**src/rtl/bus_fabric.sv**
```systemverilog
// bus_fabric -- memory-mapped interconnect between the CPU bus master and up
// to NUM_REGIONS subordinates (boot ROM, WRAM banks, AVR bridge, LED/GPIO).
// Registered decode, registered read mux, per-region wait states with a
// subordinate ready handshake, and a timeout/fault monitor with open-bus reads.
//
// Ports:
//   clk, rst        bus clock; synchronous active-high reset
//   m_addr/m_wdata  master address / write data (latched at request)
//   m_rd/m_wr       master request, held until m_ready
//   m_rdata         registered read data, valid while m_ready=1
//   m_ready         one-cycle completion pulse
//   m_fault         one-cycle fault pulse, coincident with m_ready
//   s_sel           one-hot registered subordinate select
//   s_addr/s_wdata  latched address / write data to subordinates
//   s_rd/s_wr       latched strobes, qualified by s_sel
//   s_rdata         per-region read data, region i at [i*DATA_W +: DATA_W]
//   s_ready         per-region ready; tie high for fixed-latency subordinates
//   fault_count     saturating count of faults since reset
//
// Timing: request seen in cycle T -> s_sel from T+1 -> m_ready at T+2 for a
// zero-wait, always-ready subordinate; each wait/not-ready cycle adds one.

module bus_fabric #(
  parameter int unsigned                   NUM_REGIONS = 4,
  parameter int unsigned                   ADDR_W      = 16,
  parameter int unsigned                   DATA_W      = 8,
  parameter logic [NUM_REGIONS*ADDR_W-1:0] REGION_BASE = {16'hFFFF, 16'hD000, 16'hC000, 16'h0000},
  parameter logic [NUM_REGIONS*ADDR_W-1:0] REGION_MASK = {16'hFFFF, 16'hF000, 16'hF000, 16'hC000},
  parameter logic [NUM_REGIONS*4-1:0]      REGION_WAIT = {4'd0, 4'd1, 4'd1, 4'd1},
  parameter int unsigned                   TIMEOUT     = 16,
  parameter logic [DATA_W-1:0]             OPEN_BUS    = 8'hFF
) (
  input  logic                          clk,
  input  logic                          rst,
  // master side
  input  logic [ADDR_W-1:0]             m_addr,
  input  logic [DATA_W-1:0]             m_wdata,
  input  logic                          m_rd,
  input  logic                          m_wr,
  output logic [DATA_W-1:0]             m_rdata,
  output logic                          m_ready,
  output logic                          m_fault,
  // subordinate side
  output logic [NUM_REGIONS-1:0]        s_sel,
  output logic [ADDR_W-1:0]             s_addr,
  output logic [DATA_W-1:0]             s_wdata,
  output logic                          s_rd,
  output logic                          s_wr,
  input  logic [NUM_REGIONS*DATA_W-1:0] s_rdata,
  input  logic [NUM_REGIONS-1:0]        s_ready,
  // status
  output logic [7:0]                    fault_count
);

  localparam int unsigned IDX_W   = (NUM_REGIONS > 1) ? $clog2(NUM_REGIONS) : 1;
  // Counter must hold TIMEOUT-1 and be at least as wide as a 4-bit wait value.
  localparam int unsigned CNT_RAW = $clog2(TIMEOUT + 1);
  localparam int unsigned CNT_W   = (CNT_RAW > 4) ? CNT_RAW : 4;
  localparam logic [CNT_W-1:0] LAST_CNT = CNT_W'(TIMEOUT - 1);

  typedef enum logic [1:0] {
    ST_IDLE   = 2'd0,
    ST_ACCESS = 2'd1,
    ST_DONE   = 2'd2
  } state_t;

  state_t                 r_state;
  logic [CNT_W-1:0]       r_cnt;
  logic [IDX_W-1:0]       r_idx;
  logic [NUM_REGIONS-1:0] r_sel;
  logic [ADDR_W-1:0]      r_addr;
  logic [DATA_W-1:0]      r_wdata;
  logic                   r_s_rd;
  logic                   r_s_wr;
  logic [DATA_W-1:0]      r_rdata;
  logic                   r_ready;
  logic                   r_fault;
  logic [7:0]             r_fault_count;

  logic                   w_hit;
  logic [IDX_W-1:0]       w_hit_idx;
  logic [NUM_REGIONS-1:0] w_hit_onehot;
  logic                   w_req;
  logic                   w_bad_req;
  logic [CNT_W-1:0]       w_wait;
  logic                   w_sel_ready;
  logic [DATA_W-1:0]      w_sel_rdata;
  logic                   w_complete;
  logic [7:0]             w_fault_count_nxt;

  // Address decode. Scanning from the top index down lets the lowest-index
  // hit overwrite any higher one, so overlapping regions resolve to the
  // lowest index.
  always_comb begin
    w_hit        = 1'b0;
    w_hit_idx    = '0;
    w_hit_onehot = '0;
    for (int i = NUM_REGIONS - 1; i >= 0; i--) begin
      if ((m_addr & REGION_MASK[i*ADDR_W +: ADDR_W]) == REGION_BASE[i*ADDR_W +: ADDR_W]) begin
        w_hit           = 1'b1;
        w_hit_idx       = IDX_W'(i);
        w_hit_onehot    = '0;
        w_hit_onehot[i] = 1'b1;
      end
    end
  end

  assign w_req     = m_rd | m_wr;
  // Conflicting direction or an unmapped address never reaches a subordinate.
  assign w_bad_req = (m_rd & m_wr) | ~w_hit;

  // Per-access values for the region latched at request time.
  assign w_wait      = CNT_W'(REGION_WAIT[r_idx*4 +: 4]);
  assign w_sel_ready = s_ready[r_idx];
  assign w_sel_rdata = s_rdata[r_idx*DATA_W +: DATA_W];
  assign w_complete  = (r_cnt >= w_wait) && w_sel_ready;

  assign w_fault_count_nxt = (r_fault_count == 8'hFF) ? r_fault_count : r_fault_count + 8'd1;

  always_ff @(posedge clk) begin
    if (rst) begin
      r_state       <= ST_IDLE;
      r_cnt         <= '0;
      r_idx         <= '0;
      r_sel         <= '0;
      r_addr        <= '0;
      r_wdata       <= '0;
      r_s_rd        <= 1'b0;
      r_s_wr        <= 1'b0;
      r_rdata       <= OPEN_BUS;
      r_ready       <= 1'b0;
      r_fault       <= 1'b0;
      r_fault_count <= '0;
    end else begin
      case (r_state)
        ST_IDLE: begin
          r_ready <= 1'b0;
          r_fault <= 1'b0;
          if (w_req) begin
            // Address and data are latched so the master may change them
            // while the access is in flight.
            r_addr  <= m_addr;
            r_wdata <= m_wdata;
            r_idx   <= w_hit_idx;
            if (w_bad_req) begin
              // Decode fault: answer immediately, writes are dropped.
              r_rdata       <= OPEN_BUS;
              r_ready       <= 1'b1;
              r_fault       <= 1'b1;
              r_fault_count <= w_fault_count_nxt;
              r_state       <= ST_DONE;
            end else begin
              r_sel   <= w_hit_onehot;
              r_s_rd  <= m_rd;
              r_s_wr  <= m_wr;
              r_cnt   <= '0;
              r_state <= ST_ACCESS;
            end
          end
        end

        ST_ACCESS: begin
          if (w_complete) begin
            // Writes leave the previous read data untouched.
            if (r_s_rd) begin
              r_rdata <= w_sel_rdata;
            end
            r_ready <= 1'b1;
            r_sel   <= '0;
            r_s_rd  <= 1'b0;
            r_s_wr  <= 1'b0;
            r_cnt   <= r_cnt + 1'b1;
            r_state <= ST_DONE;
          end else if (r_cnt == LAST_CNT) begin
            // TIMEOUT cycles spent in ACCESS without completion.
            r_rdata       <= OPEN_BUS;
            r_ready       <= 1'b1;
            r_fault       <= 1'b1;
            r_fault_count <= w_fault_count_nxt;
            r_sel         <= '0;
            r_s_rd        <= 1'b0;
            r_s_wr        <= 1'b0;
            r_cnt         <= r_cnt + 1'b1;
            r_state       <= ST_DONE;
          end else begin
            r_cnt <= r_cnt + 1'b1;
          end
        end

        ST_DONE: begin
          // Single completion cycle; a request still held here is the one
          // just answered and must not start a second access.
          r_ready <= 1'b0;
          r_fault <= 1'b0;
          r_state <= ST_IDLE;
        end

        default: begin
          r_ready <= 1'b0;
          r_fault <= 1'b0;
          r_sel   <= '0;
          r_s_rd  <= 1'b0;
          r_s_wr  <= 1'b0;
          r_state <= ST_IDLE;
        end
      endcase
    end
  end

  assign m_rdata     = r_rdata;
  assign m_ready     = r_ready;
  assign m_fault     = r_fault;
  assign s_sel       = r_sel;
  assign s_addr      = r_addr;
  assign s_wdata     = r_wdata;
  assign s_rd        = r_s_rd;
  assign s_wr        = r_s_wr;
  assign fault_count = r_fault_count;

endmodule

```
**config.mk**
```make
export PLATFORM = sky130hd
export DESIGN_NAME = bus_fabric
export DESIGN_NICKNAME = d
export VERILOG_FILES = /design/src/rtl/bus_fabric.sv
export SDC_FILE = /design/constraint.sdc
export NUM_CORES = 1
export LEC_CHECK = 0
export ABC_AREA = 0
export BUFFER_PORTS_ARGS = -buffer_cell sky130_fd_sc_hd__buf_2
export CAP_MARGIN = 40
export CORE_ASPECT_RATIO = 0.5
export CORE_MARGIN = 4
export CORE_UTILIZATION = 53
export DETAILED_ROUTE_END_ITERATION = 16
export PLACE_DENSITY_LB_ADDON = 0.05
export SYNTH_ARGS = -nofsm -noshare
export SYNTH_HDL_FRONTEND = slang
export SYNTH_SLANG_ARGS = --single-unit
```
**constraint.sdc**
```tcl
create_clock -name clk -period 5.6 [get_ports clk]
set_input_delay 1.4 -clock clk [delete_from_list [all_inputs] [get_ports clk]]
set_output_delay 1.4 -clock clk [all_outputs]
set_load 0.01 [all_outputs]
```
# [Word-level counts from Yosys, hierarchy flattened]
# Index checks and enable logic that the tools add are counted.
[totals] word_cells=102 in_bits=64 out_inout_bits=48 reg_bits=57
[classes] n_eq_ne=14 magnitude_cmp=2 mux=54 n_bitwise=5 n_reduce_logical=11 add_sub_neg=2 shift=2
[ops] operator="8-bit 2-to-1 mux" count=10
[ops] operator="4-bit 2-to-1 mux" count=8
[ops] operator="8-bit one-hot mux with 2 select lines" count=2
[ops] operator="32-bit by 6-bit indexed part select with 8-bit output" count=1
[ops] operator="16-bit equality test (second input constant)" count=1
[ops] operator="16-bit logical NOT" count=1
[ops] operator="1-bit 2-to-1 mux" count=16
[ops] operator="2-bit 2-to-1 mux" count=8
[ops] operator="16-bit by 5-bit indexed part select with 4-bit output (first input constant)" count=1
[ops] operator="4-bit one-hot mux with 3 select lines" count=1
[ops] operator="5-bit 2-to-1 mux" count=2
[ops] operator="2-bit inequality test (second input constant)" count=5
[ops] operator="5-bit one-hot mux with 2 select lines" count=1
[ops] operator="5-bit AND reduction" count=2
[ops] operator="8-bit by 1-bit adder with 8-bit output (second input constant)" count=1
[ops] operator="4-bit equality test (second input constant)" count=2
[ops] operator="8-bit equality test (second input constant)" count=1
[ops] operator="3-bit inequality test (second input constant)" count=2
[ops] operator="1-bit one-hot mux with 3 select lines" count=2
[ops] operator="2-bit AND reduction" count=3
[ops] operator="5-bit by 1-bit adder with 5-bit output (second input constant)" count=1
[ops] operator="5-bit by 4-bit equality test with 1-bit output (second input constant)" count=1
[ops] operator="5-bit by 4-bit greater-or-equal comparator with 1-bit output" count=1
[ops] operator="1-bit one-hot mux with 2 select lines" count=2
[ops] operator="13 further kinds" count=15

# [Longest topological paths before layout]
[depth] ltp_word=10 depth_mapped=9 ltp_nobuf=7

# [Worst setup path after synthesis]
# No wires, ideal clock.
[synth_path] path_type="input to register" start="input s_ready[3]" end="register r_fault_count[3], in the netlist fault_count[3]" setup_ns=0.123 arrival_time_ns=3.104 setup_slack_ns=2.373 required_time_ns=5.477 n_path_buf=1 cell_stages=6 path_cell_list="mux4_2 o311a_4 or3_4 buf_6 nor4_1 mux2_1"
[synth_via] elab_chain_cells=5
[synth_rtl] element="from (decl)" line_no="50" source="input logic [NUM_REGIONS-1:0] s_ready,"
[synth_rtl] element="1-bit binary-select mux with 2-bit select" line_no="114" source="assign w_sel_ready = s_ready[r_idx];"
[synth_rtl] element="1-bit 2-to-1 mux (implied by the code)" line_no="114"
[synth_rtl] element="1-bit logical AND" line_no="116" source="assign w_complete = (r_cnt >= w_wait) && w_sel_ready;"
[synth_rtl] element="2-bit inequality test (no source line)"
[synth_rtl] element="5-bit AND reduction (no source line)"
[synth_rtl] element="to (signal assigned)" line_no="150" source="r_fault_count <= w_fault_count_nxt;"
[synth_rtl] element="to (signal assigned)" line_no="179" source="r_fault_count <= w_fault_count_nxt;"
[synth_rtl] element="to (decl)" line_no="78" source="logic [7:0] r_fault_count;"
# Every way passes these cells. The select of a mux whose other input is x is not followed.
# A chain may end at the register's enable or synchronous reset.

# [Worst setup path in the final report]
[layout_path] start="register r_idx[0]" end="register r_fault_count[3], in the netlist fault_count[3]"
[layout_via] elab_chain_cells=5 elab_cells_between_ends=7 classes_between="1 x order compare; 1 x eq/ne; 1 x shift; 2 x mux; 2 x reduce/logical"
[layout_rtl] element="from (decl)" line_no="69" source="logic [IDX_W-1:0] r_idx;"
[layout_rtl] element="from (signal assigned)" line_no="144" source="r_idx <= w_hit_idx;"
[layout_rtl] element="16-bit by 5-bit indexed part select with 4-bit output or 1-bit binary-select mux with 2-bit select (tied branches)" line_no="113, 114"
[layout_rtl] element="5-bit by 4-bit greater-or-equal comparator with 1-bit output or 1-bit 2-to-1 mux (tied branches)" line_no="116, 114"
[layout_rtl] element="1-bit logical AND *" line_no="116"
[layout_rtl] element="2-bit inequality test (no source line) *"
[layout_rtl] element="5-bit AND reduction (no source line) *"
# Every way passes the cells marked *; elsewhere a longest branch is shown, timed or not. The select of a mux whose other input is x is not followed.

==> results.ini <==
[final_layout]
fin_cells = 524
fin_util_pct = 72.5
n_fill_cell = 439
diodes = 0
syn_to_final_growth_pct = 27.7
final_cell_area_mm2 = 0.00369
num-nets-final = 517
drive_above_1_share_pct = 33.9

[synthesis]
synth_seq_cells = 57
synth_top_cell_by_area = dfxtp_1
ys_top_cells_by_area = dfxtp_1 39%, nand2_1 8.2%, mux4_2 7.0%
synth_compound_area_share_pct = 18.8
synth_mux_area_share_pct = 8.92
synth_edf_count = 0
synthAdderAreaFrac_pct = 1.73
synthArstFlopShare_pct = 0
syn_inst = 346
synthSimpleGateAreaFrac_pct = 26.4
synth-xor-area-share_pct = 0
syn_nets = 414
synth_most_common_cell = nand2_1
yosysWarnings = 0
synth_seq_area_share_pct = 39.5
synth_common_cells = 63 x nand2_1, 57 x dfxtp_1, 31 x a21oi_1, 24 x nor2_1, 18 x o21ai_0
synth_area_mm2 = 0.00289
synthFlopType = dfxtp_1
synth_top_family_by_area = simple AND/OR/NAND/NOR gates
synth.distinct_cells = 57
synth.avg_cell_area_um2 = 8.35
netlist.area_leader.share_pct = 39.5

[worst_setup_path]
worstSetupPathType = register to register
cp-start-kind = register
cpMaxStageDelayCell = dfxtp_1
critPathCaptureType = register
path_max_fanout = 12
cp_cell_sequence = nand2_1, ha_1, or4b_4, o311a_4, or3_4, nor4_1, mux2_1
worst_ep_arrival_time_ps = 3510
critical-path-max-stage-delay_ps = 750
worstPathRequired_ps = 5820

[run]
cap_violations = 0

[pwr]
ir_drop_mv = 0.174
fin_total_pwr_uw = 1070
p_sw_uw = 293
cell_internal_pwr_uw = 776
powerDensity_mw_per_mm2 = 290
clkPwrFrac_pct = 40.2
netSwitchingFraction_pct = 27.4
p_seq_share_pct = 42.5
combPwrFrac_pct = 17.3
p_leak_uw = 0.00158

[sta]
slew_headroom_pct = 40.1
max_freq_mhz = 304
maxSlewViolCount = 0
rsz0062_at_grt = false
fin_setup_tns_ps = 0
setup_violations = 0
worst_pin_slew_ps = 897
skew_ps = 7.65
hold_viol = 0
fin_crit_ps = 3290
finalCritPeriodShare_pct = 58.7

[routing]
remaining_drc_errors = 0
routed_via_density = 5.75
drt.antenna.violating_nets = 0
wl_per_cell_um = 15.3
wl_mm = 8.03
vias = 3014
drt-pass1-iter-count = 4
drtIter0Drc = 234

[placed_design]
place_hpwl_mm = 5.80
place_inst = 508
gp_congestion = 0.848
port_buffers = 111
post_dp_cell_area_mm2 = 0.00347

[global_route]
antenna_found_initial = 0
grtUsageTotal_pct = 24.8
grt_pass1_wl_mm = 13.4
gr-total-overflow = 0
grt_max_degree = 39
grt_pass1_vias = 2872

[die]
pin_count = 112
fp.dieW_um = 112
floorplan.rows = 18
die_h_um = 60.2
core-area_mm2 = 0.00509
die_area_mm2 = 0.00677
initial_core_util_pct = 56.8

[cts]
root_buffer = clkbuf_8
cts_buffers = 9
post_cts_buffers = 0
clockBufferDepth = 2
postCtsResizedCells = 0
clkSlewWorstSetupHoldPaths_ps = 60
hold_buffers = 0
clk_latency_ps = 340
htree_num_levels = 3
cts.sinks = 57
tritoncts = yes

[min_path]
hold_class = register to register

[run_status]
status = complete, no violations

==> cell usage in the layout, fill, tap and decap left out, types with 3 or more instances in the layout <==
master | netlist | final
a21oi_1 | 31 | 31
a31oi_1 | 9 | 9
buf_2 | 1 | 112
clkbuf_8 | 1 | 10
dfxtp_1 | 57 | 57
ha_1 | 4 | 4
inv_1 | 8 | 8
mux4_2 | 9 | 9
nand2_1 | 63 | 63
nand3_1 | 17 | 17
nand4_1 | 3 | 3
nor2_1 | 24 | 23
nor2b_1 | 4 | 4
nor3_1 | 11 | 11
nor3b_1 | 6 | 6
nor4_1 | 5 | 5
o211ai_1 | 10 | 10
o21ai_0 | 18 | 18
or2_2 | 3 | 3
or4_1 | 3 | 3
==> worst max-delay path: cells and delay by family, from the launching register on <==
| kind | cells | cell delay (ps) |
|---|---|---|
| adder cells (fa/ha/maj) | 1 | 300 |
| flip-flops | 1 | 750 |
| multiplexers | 1 | 360 |
| AO/OA/AOI/OAI | 1 | 330 |
| AND/OR/NAND/NOR | 4 | 1430 |
==> routing by layer <==
metal / global-route usage (%) / wire, µm
met1: 30.9 / 3360
met2: 38.8 / 3700
met3: 10.6 / 883
met4: 9.25 / 82
met5: 0 / 0
==> worst paths after layout <==
| check | startpoint | to | slack [ps] | depth (start not counted) |
|---|---|---|---|---|
| min reg2reg | s_wdata[3]$_SDFFE_PP0P_ | s_wdata[3]$_SDFFE_PP0P_ | 450 | 2 |
| min | s_wdata[3]$_SDFFE_PP0P_ | s_wdata[3]$_SDFFE_PP0P_ | 450 | 2 |
| max reg2reg | r_idx[0]$_SDFFE_PP0P_ | fault_count[3]$_SDFFE_PP0P_ | 2310 | 7 |
| max | r_idx[0]$_SDFFE_PP0P_ | fault_count[3]$_SDFFE_PP0P_ | 2310 | 7 |
==> cells by family (layout without fill, tap and decap cells) <==
logic type | count (synthesis) | after routing
mux | 14 | 14
compound gates | 86 | 86
buf+inv | 30 | 138
simple gates | 155 | 155
fa+ha+maj | 4 | 4
flops | 57 | 57
==> final cells by class <==
cell class / instances / area, µm² / area share, %
repair buffers: 114 / 596 / 16.1
flip-flops and latches: 57 / 1140 / 30.9
clock inverters: 4 / 76.3 / 2.07
multi-input cells: 259 / 1620 / 43.8
well taps: 70 / 87.6 / 2.37
inverters: 8 / 30.0 / 0.813
clock buffers: 12 / 145 / 3.93
==> sequential cells by signal (all words and copies together) (netlist names), 2 cells and up <==
signal and cells:
m_rdata 8, r_state 2, s_wdata 8, r_cnt 5
s_addr 16, r_idx 2, s_sel 4, fault_count 8
==> power groups by stage <==
stage / registers [µW] / clock network, µW / logic (µW)
2_1_floorplan: 464 / 0 / 111
3_3_place_gp: 463 / 0 / 174
3_5_place_dp: 464 / 0 / 184
4_1_cts: 455 / 436 / 185
5_1_grt: 459 / 459 / 206
6_report: 455 / 430 / 185
==> through the flow <==
stage               hold WS, ps  setup slack, ps
floorplan                   481             2370
global placement            438             2170
detailed placement          445             2070
CTS                         454             2280
global route                480             2060
finish                      452             2310
No activity file was read; power rests on OpenSTA's default activity.
